## config.mk

```make
export PLATFORM = sky130hd
export DESIGN_NAME = uart_rx_cfg
export DESIGN_NICKNAME = d
export VERILOG_FILES = /design/src/rtl/uart_pkg.sv /design/src/rtl/uart_rx_fifo.sv /design/src/rtl/uart_rx_cfg.sv
export SDC_FILE = /design/constraint.sdc
export NUM_CORES = 1
export LEC_CHECK = 0
export BUFFER_PORTS_ARGS = -buffer_cell sky130_fd_sc_hd__buf_2
export CORE_MARGIN = 5
export CORE_UTILIZATION = 55
export DETAILED_ROUTE_END_ITERATION = 10
export PLACE_DENSITY = 0.73
export SYNTH_ARGS = -nofsm -noshare
export SYNTH_HDL_FRONTEND = slang
export SYNTH_SLANG_ARGS = --single-unit
```

## constraint.sdc

```tcl
create_clock -name clk -period 2.3 [get_ports clk]
set_input_delay 0.345 -clock clk [delete_from_list [all_inputs] [get_ports clk]]
set_output_delay 0.345 -clock clk [all_outputs]
set_load 0.02 [all_outputs]
```

## src/rtl/uart_pkg.sv

```systemverilog
// Shared UART definitions: parity modes, receiver states, error flag positions.
package uart_pkg;

    localparam int PAR_NONE = 0;
    localparam int PAR_ODD  = 1;
    localparam int PAR_EVEN = 2;

    localparam int ERR_FRAME  = 0;
    localparam int ERR_PARITY = 1;

    typedef enum logic [2:0] {
        ST_IDLE,
        ST_START,
        ST_DATA,
        ST_PARITY,
        ST_STOP
    } rx_state_e;

    function automatic logic maj3(input logic [2:0] s);
        return (s[0] & s[1]) | (s[0] & s[2]) | (s[1] & s[2]);
    endfunction

endpackage

```

## src/rtl/uart_rx_fifo.sv

```systemverilog
// Show-ahead synchronous FIFO holding received characters with their error flags.
module uart_rx_fifo #(
    parameter int WIDTH = 10,
    parameter int DEPTH = 4
) (
    input  logic                     clk,
    input  logic                     rst_n,
    input  logic                     push,
    input  logic [WIDTH-1:0]         wdata,
    input  logic                     pop,
    output logic [WIDTH-1:0]         rdata,
    output logic                     valid,
    output logic                     full,
    output logic [$clog2(DEPTH):0]   count
);
    localparam int AW = $clog2(DEPTH);
    localparam int CW = AW + 1;

    logic [WIDTH-1:0] mem [DEPTH];
    logic [AW-1:0]    wr_ptr, rd_ptr;
    logic             do_push, do_pop;

    assign valid   = (count != '0);
    assign full    = (count == CW'(DEPTH));
    assign do_pop  = pop & valid;
    // A push into a full FIFO only fits when the head leaves in the same cycle.
    assign do_push = push & (~full | do_pop);
    assign rdata   = valid ? mem[rd_ptr] : '0;

    always_ff @(posedge clk) begin
        if (do_push) mem[wr_ptr] <= wdata;
    end

    always_ff @(posedge clk or negedge rst_n) begin
        if (!rst_n) begin
            wr_ptr <= '0;
            rd_ptr <= '0;
            count  <= '0;
        end else begin
            if (do_push) wr_ptr <= wr_ptr + 1'b1;
            if (do_pop)  rd_ptr <= rd_ptr + 1'b1;
            unique case ({do_push, do_pop})
                2'b10:   count <= count + 1'b1;
                2'b01:   count <= count - 1'b1;
                default: ;
            endcase
        end
    end

endmodule

```

## src/rtl/uart_rx_cfg.sv

```systemverilog
// Configurable UART receiver: tick divider, 3-sample majority vote, parity/stop
// checking and a show-ahead output FIFO with overrun reporting.
module uart_rx_cfg
    import uart_pkg::*;
#(
    parameter int CLK_DIV    = 27,
    parameter int OVERSAMPLE = 16,
    parameter int DATA_BITS  = 8,
    parameter int PARITY     = 0,
    parameter int STOP_BITS  = 1,
    parameter int FIFO_DEPTH = 4
) (
    input  logic                          clk,
    input  logic                          rst_n,
    input  logic                          rxd,
    output logic                          m_valid,
    input  logic                          m_ready,
    output logic [DATA_BITS-1:0]          m_data,
    output logic [1:0]                    m_err,
    output logic                          overrun,
    output logic                          busy,
    output logic [$clog2(FIFO_DEPTH):0]   fifo_count
);
    localparam int DW = $clog2(CLK_DIV);
    localparam int PW = $clog2(OVERSAMPLE);
    localparam int BW = $clog2(DATA_BITS);
    localparam int FW = DATA_BITS + 2;

    localparam logic [DW-1:0] DIV_LAST = DW'(CLK_DIV - 1);
    localparam logic [PW-1:0] PH_LAST  = PW'(OVERSAMPLE - 1);
    localparam logic [PW-1:0] PH_S0    = PW'(OVERSAMPLE / 2 - 1);
    localparam logic [PW-1:0] PH_S1    = PW'(OVERSAMPLE / 2);
    localparam logic [PW-1:0] PH_S2    = PW'(OVERSAMPLE / 2 + 1);
    localparam logic [BW-1:0] BIT_LAST = BW'(DATA_BITS - 1);

    logic                 rxd_m, rxd_s;
    logic [DW-1:0]        div_cnt;
    logic                 tick;
    rx_state_e            state;
    logic [PW-1:0]        phase;
    logic [2:0]           samp;
    logic [BW-1:0]        bit_cnt;
    logic                 stop_cnt;
    logic [DATA_BITS-1:0] shreg;
    logic                 par_err, frame_err, armed;
    logic                 vote, bit_end, last_stop, ferr_now, push;
    logic                 fifo_full;
    logic [FW-1:0]        head;

    always_ff @(posedge clk or negedge rst_n) begin
        if (!rst_n) begin
            rxd_m <= 1'b1;
            rxd_s <= 1'b1;
        end else begin
            rxd_m <= rxd;
            rxd_s <= rxd_m;
        end
    end

    assign tick = (div_cnt == DIV_LAST);

    always_ff @(posedge clk or negedge rst_n) begin
        if (!rst_n) div_cnt <= '0;
        else        div_cnt <= tick ? '0 : div_cnt + 1'b1;
    end

    assign vote      = maj3(samp);
    assign bit_end   = tick & (state != ST_IDLE) & (phase == PH_LAST);
    assign last_stop = (STOP_BITS == 1) || stop_cnt;
    assign ferr_now  = frame_err | ~vote;
    assign push      = bit_end & (state == ST_STOP) & last_stop;

    always_ff @(posedge clk or negedge rst_n) begin
        if (!rst_n) begin
            state     <= ST_IDLE;
            phase     <= '0;
            samp      <= '1;
            bit_cnt   <= '0;
            stop_cnt  <= 1'b0;
            shreg     <= '0;
            par_err   <= 1'b0;
            frame_err <= 1'b0;
            armed     <= 1'b1;
        end else if (tick) begin
            if (state == ST_IDLE) begin
                phase <= '0;
                // The start tick itself is phase 0 of the start bit.
                if (rxd_s) begin
                    armed <= 1'b1;
                end else if (armed) begin
                    state <= ST_START;
                    phase <= PW'(1);
                end
            end else begin
                phase <= (phase == PH_LAST) ? '0 : phase + 1'b1;
                if (phase == PH_S0) samp[0] <= rxd_s;
                if (phase == PH_S1) samp[1] <= rxd_s;
                if (phase == PH_S2) samp[2] <= rxd_s;
                if (phase == PH_LAST) begin
                    unique case (state)
                        ST_START: begin
                            if (vote) begin
                                state <= ST_IDLE;
                            end else begin
                                state     <= ST_DATA;
                                bit_cnt   <= '0;
                                par_err   <= 1'b0;
                                frame_err <= 1'b0;
                            end
                        end
                        ST_DATA: begin
                            shreg[bit_cnt] <= vote;
                            if (bit_cnt == BIT_LAST) begin
                                state    <= (PARITY != PAR_NONE) ? ST_PARITY : ST_STOP;
                                stop_cnt <= 1'b0;
                            end else begin
                                bit_cnt <= bit_cnt + 1'b1;
                            end
                        end
                        ST_PARITY: begin
                            par_err <= (^{shreg, vote}) ^ (PARITY == PAR_ODD);
                            state   <= ST_STOP;
                        end
                        ST_STOP: begin
                            frame_err <= ferr_now;
                            if (last_stop) begin
                                state <= ST_IDLE;
                                // Stay disarmed across a break until the line goes high.
                                armed <= ~ferr_now;
                            end else begin
                                stop_cnt <= 1'b1;
                            end
                        end
                        default: state <= ST_IDLE;
                    endcase
                end
            end
        end
    end

    assign busy = (state != ST_IDLE);

    uart_rx_fifo #(
        .WIDTH(FW),
        .DEPTH(FIFO_DEPTH)
    ) u_fifo (
        .clk   (clk),
        .rst_n (rst_n),
        .push  (push),
        .wdata ({par_err, ferr_now, shreg}),
        .pop   (m_ready),
        .rdata (head),
        .valid (m_valid),
        .full  (fifo_full),
        .count (fifo_count)
    );

    assign m_data            = head[DATA_BITS-1:0];
    assign m_err[ERR_FRAME]  = head[DATA_BITS];
    assign m_err[ERR_PARITY] = head[DATA_BITS+1];

    always_ff @(posedge clk or negedge rst_n) begin
        if (!rst_n) overrun <= 1'b0;
        else        overrun <= push & fifo_full & ~(m_valid & m_ready);
    end

endmodule

```

==> impl_metrics.csv <==
group,metric,value,unit
run_status,status,"finished clean",
critical_path,crit_start,"div_cnt[0]$_DFF_PN0_",
final_layout,syn2layout_area_growth,11.38,%
logic_synthesis,yosysSeqAreaShare,0.5759,
timing,layout_setup_ws,0.1016,ns
placement,dp_hpwl,4.712,mm
die,core_area,0.006756,sq mm
routing,drtIter0Drc,124,
routing,drtAntennaViolNets,0,
logic_synthesis,synthFlopType,"edfxtp_1",
placement,placed_cell_area,0.004019,sq mm
routing,routed_wl,6.501,mm
final_layout,final_nets,321,
grt,grt_overflow,0,
routing,vias,2221,
logic_synthesis,ys_ff_latch,79,
clocking,cts.sinks,79,
timing,hold_ws,0.08522,ns
timing,min_period_over_period,0.9558,
timing,min_period,2.198,ns
routing,dr_wl_met2,3.318,mm
die,rows,30,
die,start_util,0.5615,
grt,grt_start_max_net_pins,40,
critical_path,critPathKind,"reg -> reg",
logic_synthesis,synth-edff-count,40,
critical_path,critPathMaxFanout,6,
critical_path,crit_path_end_kind,"flop",
logic_synthesis,ys_warn_count,0,
die,dieArea,0.008658,sq mm
final_layout,drive_above_1_share,0.2710,
routing,top_layer,"met4",
timing,slew_violations,0,
routing,wl_met1,2.862,mm
critical_path,reg2reg_from,"div_cnt[0]$_DFF_PN0_",
clocking,h-tree-depth,3,
final_layout,n_antenna_cell,0,
logic_synthesis,synth_area_per_cell,14.00,sq um
placement,gp_congestion,0.7709,
critical_path,rr_endpoint,"u_fifo.count[1]$_DFFE_PN0P_",
timing,tns,0,ns
grt,grt_pass1_vias,2207,
critical_path,crit_required,2.53,ns
routing,via_per_inst,5.695,
critical_path,critPathArrivalTime,2.43,ns
placement,numPortBuffers,19,
die,die_h,93.05,microns
logic_synthesis,synth_nets,287,
timing,clock_skew,0.008486,ns
timing,worstMarginPinSlew,0.8517,ns
job,drv_cap,0,
routing,drc_errors,0,
critical_path,reg2reg_depth,7,
clocking,cts_hold_repair.buffers,0,
critical_path,crit_end,"u_fifo.count[1]$_DFFE_PN0P_",
logic_synthesis,synth.distinct_cells,58,
logic_synthesis,synthCells,271,
power_and_ir_drop,p_leak,1.782,nW
grt,grt_pass1_wl,11.06,mm
logic_synthesis,async_flop_share,0.4937,
clocking,cts_buffers,9,
power_and_ir_drop,p_per_area,720.6,mW/mm^2
critical_path,regToRegSetupSlack,0.10,ns
grt,grt_antenna_before_repair,0,
clocking,clk_pin_slew_worst_paths,0.08,ns
routing,first_pass_iters,4,
routing,wl_per_cell,16.67,microns
timing,setup_viol_count_final,0,
die,io_pins,20,
power_and_ir_drop,ir_drop,0.0002850,V
routing,wl_met3,211,microns
clocking,clockBufferDepth,2,
logic_synthesis,syn-cell-area,0.003794,sq mm
min_path,hp-class,"in -> reg",
clocking,root_buffer,"clkbuf_8",
timing,hold_viol_final,0,
die,fp.dieW,93.05,microns
timing,max_freq,454.9,MHz
final_layout,post-route-util,0.6254,
clocking,insertion_delay,0.35,ns
critical_path,crit_path_start_kind,"flop",
placement,post-place-ws,0.1019,ns
final_layout,design_area,0.004225,sq mm
clocking,cts_tree,"done",
timing,slew_headroom,0.4322,
grt,grt_usage,0.1693,
[cell usage after synthesis (all sizes together), types with 3 or more instances]
cell	number	area (sq um)
o31ai	3	22.52
a21oi	3	15.01
mux2i	4	40.04
mux2	12	135.1
and3	3	18.77
inv	12	45.04
nor3	14	102.6
nand2	9	33.78
nand3	11	55.05
mux4	10	225.2
ha	11	137.6
o21ai	10	53.80
nor2b	11	68.82
nor4	3	55.05
buf	7	47.54
and2	5	31.28
edfxtp	40	1201
xnor2	10	87.58
clkbuf	5	20.01
dfrtp	33	825.8
nor2	11	43.80
dfstp	6	157.7
nand2b	4	25.02
[registers in the layout, summed over array words and instances, names as in the netlist, 2 cells and up]
name	cells
samp	3
u_fifo.mem	40
shreg	8
div_cnt	5
state	3
bit_cnt	3
u_fifo.count	3
u_fifo.wr_ptr	2
phase	4
u_fifo.rd_ptr	2
[cell usage in the layout (no fill, tap or decap), types with 10 or more instances in the layout]
| cell | netlist | routed |
|---|---|---|
| nor2b_1 | 11 | 11 |
| dfrtp_1 | 33 | 33 |
| ha_1 | 11 | 10 |
| nor3_1 | 10 | 10 |
| inv_1 | 12 | 12 |
| buf_4 | 0 | 16 |
| edfxtp_1 | 40 | 40 |
| mux2_1 | 12 | 12 |
| nor2_1 | 10 | 10 |
| xnor2_1 | 10 | 10 |
| nand3_1 | 11 | 11 |
| buf_2 | 5 | 19 |
| mux4_2 | 10 | 10 |
[metrics by stage]
stage	std cells	power [W]
global route	390	0.003213
CTS	387	0.003090
finish	390	0.003045
global placement	371	0.002130
detailed placement	371	0.002152
floorplan	271	0.002000
[what timing repair did]
action                     4_1_cts  5_1_grt
buffers inserted                 0        3
resized for setup                0        1
setup endpoints to repair        0        1
[report_power, final]
part	leakage, nW	switching, W	internal, W
clock network	0.0877	0.000528	0.000404
registers	0.938	0.000107	0.00152
logic	0.756	0.000259	0.000222
total	1.78	0.000895	0.00215
[worst min-delay path by stage]
stage / start / end / slack [ns] / cells after the start
3_5_place_dp: rxd_m$_DFF_PN1_ / rxd_s$_DFF_PN1_ / 0.35 / 0
4_1_cts: rxd / rxd_m$_DFF_PN1_ / 0.06 / 1
3_3_place_gp: rxd_m$_DFF_PN1_ / rxd_s$_DFF_PN1_ / 0.35 / 0
5_1_grt: rxd / rxd_m$_DFF_PN1_ / 0.06 / 1
2_1_floorplan: rst_n / bit_cnt[0]$_DFFE_PN0P_ / 0.05 / 0
6_report: rxd / rxd_m$_DFF_PN1_ / 0.09 / 1
[per-layer routing]
layer  vias up  track usage
li1       1078            -
met2        37       0.2723
met1      1099       0.2203
met5         -            0
met4         0      0.06838
met3         7      0.04344
[critical path, cell delays in order (launching register included)]
cell      delay [ns]
dfrtp_1         0.42
inv_1           0.07
ha_1            0.22
nand4b_4        0.20
nor3_4          0.21
nand2b_1        0.14
fa_1            0.45
o41ai_1         0.38
[cell families after synthesis]
group	count (synthesis)	share of synthesized area
and+or+nand+nor	84	0.1511
DFF	79	0.5759
AOI/OAI and AO/OA	32	0.06003
muxes	26	0.1055
buffers and inverters	24	0.02968
xor gates and xnor gates	13	0.03364
adders and majority gates	13	0.04420
[layout make-up]
type,instances,area [sq um]
repair buffers,35,215.2
fillers,528,2531
multi-input cells,168,1499
well taps,80,100.1
flip-flops and latches,79,2185
clock inverters,7,57.56
inverters,12,45.04
clock buffers,9,123.9
Note: power is estimated with default switching activity, not from simulation.
